### config.mk
export PLATFORM = sky130hd
export DESIGN_NAME = inst_fetch_unit
export DESIGN_NICKNAME = d
export VERILOG_FILES = /design/src/rtl/inst_fetch_unit.sv
export SDC_FILE = /design/constraint.sdc
export NUM_CORES = 1
export LEC_CHECK = 0
export CAP_MARGIN = 20
export CORE_UTILIZATION = 55
export DETAILED_ROUTE_END_ITERATION = 8
export MAX_ROUTING_LAYER = met4
export PLACE_DENSITY = 0.93
export SYNTH_ARGS = -nofsm -noshare
export SYNTH_HDL_FRONTEND = slang
export SYNTH_SLANG_ARGS = --single-unit
### constraint.sdc
create_clock -name clk -period 3.6 [get_ports clk]
set_input_delay 0.36 -clock clk [delete_from_list [all_inputs] [get_ports clk]]
set_output_delay 0.36 -clock clk [all_outputs]
set_load 0.05 [all_outputs]
### src/rtl/inst_fetch_unit.sv
// Instruction fetch front end: drives the ROM address from pc and buffers {pc, word} pairs in a 2-entry FIFO for decode.
// Latency: a word fetched on one edge is presented on inst/inst_pc from the next cycle; redirect target is valid 2 cycles after redirect.
// Backpressure: with inst_ready low the FIFO fills in 2 cycles and pc holds; push and pop together at count 2 sustain full rate.
module inst_fetch_unit #(
  parameter int                 ADDR_W    = 10,
  parameter int                 DATA_W    = 10,
  parameter logic [ADDR_W-1:0]  RESET_PC  = 10'd1,
  parameter logic [DATA_W-1:0]  HALT_WORD = 10'b0010000010
) (
  input  logic              clk,
  input  logic              reset,
  output logic [ADDR_W-1:0] rom_address,
  input  logic [DATA_W-1:0] rom_data,
  output logic              inst_valid,
  input  logic              inst_ready,
  output logic [DATA_W-1:0] inst,
  output logic [ADDR_W-1:0] inst_pc,
  input  logic              redirect,
  input  logic [ADDR_W-1:0] redirect_pc,
  output logic              halted
);

  logic [ADDR_W-1:0] pc;
  logic [ADDR_W-1:0] head_pc;
  logic [DATA_W-1:0] head_word;
  logic [ADDR_W-1:0] tail_pc;
  logic [DATA_W-1:0] tail_word;
  logic [1:0]        count;
  logic              fetch_stop;
  logic              halted_q;
  logic              push;
  logic              pop;

  // Handshake decode; words left behind a delivered halt are never shown.
  always_comb begin
    inst_valid = (count != 2'd0) && !halted_q;
    pop        = inst_valid && inst_ready;
    push       = !halted_q && !fetch_stop && !redirect && ((count != 2'd2) || pop);
  end

  assign rom_address = pc;
  assign inst        = head_word;
  assign inst_pc     = head_pc;
  assign halted      = halted_q;

  // PC, FIFO and halt state; redirect flushes the buffer and overrides any push.
  always_ff @(posedge clk) begin
    if (!reset) begin
      pc         <= RESET_PC;
      head_pc    <= '0;
      head_word  <= '0;
      tail_pc    <= '0;
      tail_word  <= '0;
      count      <= 2'd0;
      fetch_stop <= 1'b0;
      halted_q   <= 1'b0;
    end else begin
      // A delivered halt wins even if a redirect arrives on the same edge:
      // decode already owns that instruction.
      if (pop && (head_word == HALT_WORD)) begin
        halted_q <= 1'b1;
      end
      if (redirect && !halted_q) begin
        count      <= 2'd0;
        pc         <= redirect_pc;
        fetch_stop <= 1'b0;
      end else begin
        if (push) begin
          pc <= pc + ADDR_W'(1);
          if (rom_data == HALT_WORD) begin
            fetch_stop <= 1'b1;
          end
        end
        case ({push, pop})
          2'b10: begin
            if (count == 2'd0) begin
              head_pc   <= pc;
              head_word <= rom_data;
            end else begin
              tail_pc   <= pc;
              tail_word <= rom_data;
            end
            count <= count + 2'd1;
          end
          2'b01: begin
            if (count == 2'd2) begin
              head_pc   <= tail_pc;
              head_word <= tail_word;
            end
            count <= count - 2'd1;
          end
          2'b11: begin
            if (count == 2'd2) begin
              head_pc   <= tail_pc;
              head_word <= tail_word;
              tail_pc   <= pc;
              tail_word <= rom_data;
            end else begin
              head_pc   <= pc;
              head_word <= rom_data;
            end
          end
          default: begin
          end
        endcase
      end
    end
  end

endmodule

==> results.toml <==
[drt]
drc_errors = 2
via_count = 2213
post_drt_wl_per_cell_um = 16.3
routed_wl_mm = 6.18
detailedRoute.firstPassIterationCount = 7
viasPerCell = 5.82
drtAntennaViolNets = 0
drtIter0Drc = 224

[final_layout]
layout_commonest_cell = "clkdlybuf4s50_1"
final_nets = 338
layout_common_cells = "clkdlybuf4s50_1, dfxtp_1, mux2i_1"
drive_gt1_share_pct = 14.4
diodes = 0
area_delta_synth_final_pct = 22.4
fillers = 342

[sta]
finalCritPeriodShare_pct = 66.6
grt_setup_unrepaired = "no"
whs_ns = 0.511
clock_skew_ns = 0.0100
setup_violations = 0
finalHoldViolations = 0
drv_slew = 0
worst_pin_slew_ns = 0.887
maxSlewHeadroom_pct = 40.7
tns_ns = 0
fmax_mhz = 417
period_needed_ns = 2.40

[logic_synthesis]
avgSynthCellArea_um2 = 10.1
yosysSeqAreaShare_pct = 40.3
syn_nets = 292
synth_cells = 267
synth_area_um2 = 2680
ys_dominant_reg_cell = "dfxtp_1"
synthDistinctLibCells = 50
async_flop_share_pct = 0
netlist_top_cells_area = "dfxtp_1, mux2i_1, a21oi_2"
ys_ff_latch = 54
synth_top_area_share_pct = 40.3
synth_edf_count = 0
ys_warn_count = 0
yosysTopAreaCell = "dfxtp_1"

[global_routing]
grt_pass1_wl_mm = 10.1
grt_pass1_vias = 2195
antenna_found_initial = 0
grt_max_degree = 31
overflow = 0
groute.usage.overall_pct = 26.2

[worst_setup_path]
crit_required_ns = 3.79
critPathKind = "primary input to flop"
path_max_fanout = 13
endpoint_kind = "flop"
crit_path_start_kind = "primary input"
arrival_ns = 2.59

[power_and_ir_drop]
peakVddDrop_mv = 0.195
cellPowerDensity_nw_per_um2 = 402
power_leakage_nw = 1.09

[cts]
clock_tree.buffer_depth = 2
clkSlewWorstSetupHoldPaths_ns = 0.09
clockRootBuffer = "clkbuf_8"
insertion_delay_ns = 0.31
cts.sinks = 54
cts_buffers = 5
post_cts_buffers = 0
cts_tree = "built"
postCtsHoldBufs = 0
cts_max_level = 2
cts_resized = 0

[placement]
place.gp.congestion = 0.829
io_buffers = 55
hpwl_mm = 4.40

[run_status]
status = "finished, violations left"
violations = "design-rule violations"

[floorplan]
fp-row-count = 25
die-area_um2 = 5160
fp.coreArea_um2 = 4720
start_util_pct = 56.8
ioPinCount = 56
fp.dieH_um = 71.9
die-width_um = 71.9

[run]
maxCapViolations = 0

[min_path]
hp-class = "flop to flop"
==> cell usage after synthesis, drive strengths merged (2+ instances only) <==
cell type / n
dfxtp: 54
mux2i: 43
nor2: 30
a21oi: 26
o31ai: 20
buf: 12
clkbuf: 10
nand2: 10
nand2b: 5
nand3: 5
nor3: 5
o21ai: 5
a211oi: 4
a311oi: 3
and3: 3
nor4: 3
a31oi: 2
and4: 2
nor4b: 2
o211ai: 2
or2: 2
or3: 2
xnor2: 2
==> logic make-up (layout without fill, tap and decap cells) <==
logic type | Yosys count | after routing | synth area share, %
XOR/XNOR | 2 | 2 | 0.653
flip-flops | 54 | 54 | 40.3
multiplexers | 44 | 44 | 16.6
AND/OR/NAND/NOR | 75 | 75 | 15.2
buffers and inverters | 24 | 70 | 6.53
adder cells (fa/ha/maj) | 1 | 1 | 0.466
AO/OA/AOI/OAI | 67 | 67 | 20.2
==> state kept, by name, summed over array words and instances, names as in the netlist <==
signal,flops
inst_pc,10
halted,1
tail_pc,10
count,2
inst,10
fetch_stop,1
rom_address,10
tail_word,10
==> critical path, cell delays in order <==
cell             delay [ns]
clkdlybuf4s50_1        0.69
nor2_2                 0.14
a211oi_4               0.79
buf_4                  0.29
mux2i_1                0.24
a21oi_2                0.08
==> power by group <==
group | internal (mW) | switching, mW | total, mW
registers | 0.630 | 0.0359 | 0.666
logic | 0.126 | 0.209 | 0.335
clock network | 0.134 | 0.186 | 0.320
==> stage by stage <==
step / instance area, um2 / utilization (%) / power (mW) / instances / setup WS [ns]
floorplan: 2680 / - / 0.905 / 267 / 1.76
global placement: 3210 / 67.9 / 1.01 / 373 / 0.999
detailed placement: 3210 / 67.9 / 1.01 / 373 / 0.889
CTS: 3290 / 69.6 / 1.32 / 380 / 1.21
global route: 3290 / 69.6 / 1.37 / 380 / 1.07
finish: 3290 / 69.6 / 1.32 / 380 / 1.20
==> per-layer routing <==
metal / GRT usage, % / wire [um] / up-vias
li1: - / - / 1063
met1: 32.7 / 2750 / 1058
met3: 5.34 / 351 / 12
met2: 41.4 / 2960 / 80
met5: - / 0 / -
met4: 10.9 / 120 / 0
==> final cells by class <==
class                   count  area, um2  area share [%]
inverters                   2       7.51           0.228
well taps                  67       83.8            2.55
repair buffers             61        596            18.1
flip-flops and latches     54       1080            32.9
clock buffers               7       76.3            2.32
multi-input cells         189       1440            43.9
==> final timing paths <==
kind	from	endpoint	slack, ns	cells after the start
worst max-delay path	redirect	inst_pc[3]	1.20	6
worst min-delay path	tail_word[6]	tail_word[6]	0.51	2
worst max register to register	count[0]	inst_pc[3]	1.38	5
worst min register to register	tail_word[6]	tail_word[6]	0.51	2
(Power assumes the default switching activity.)
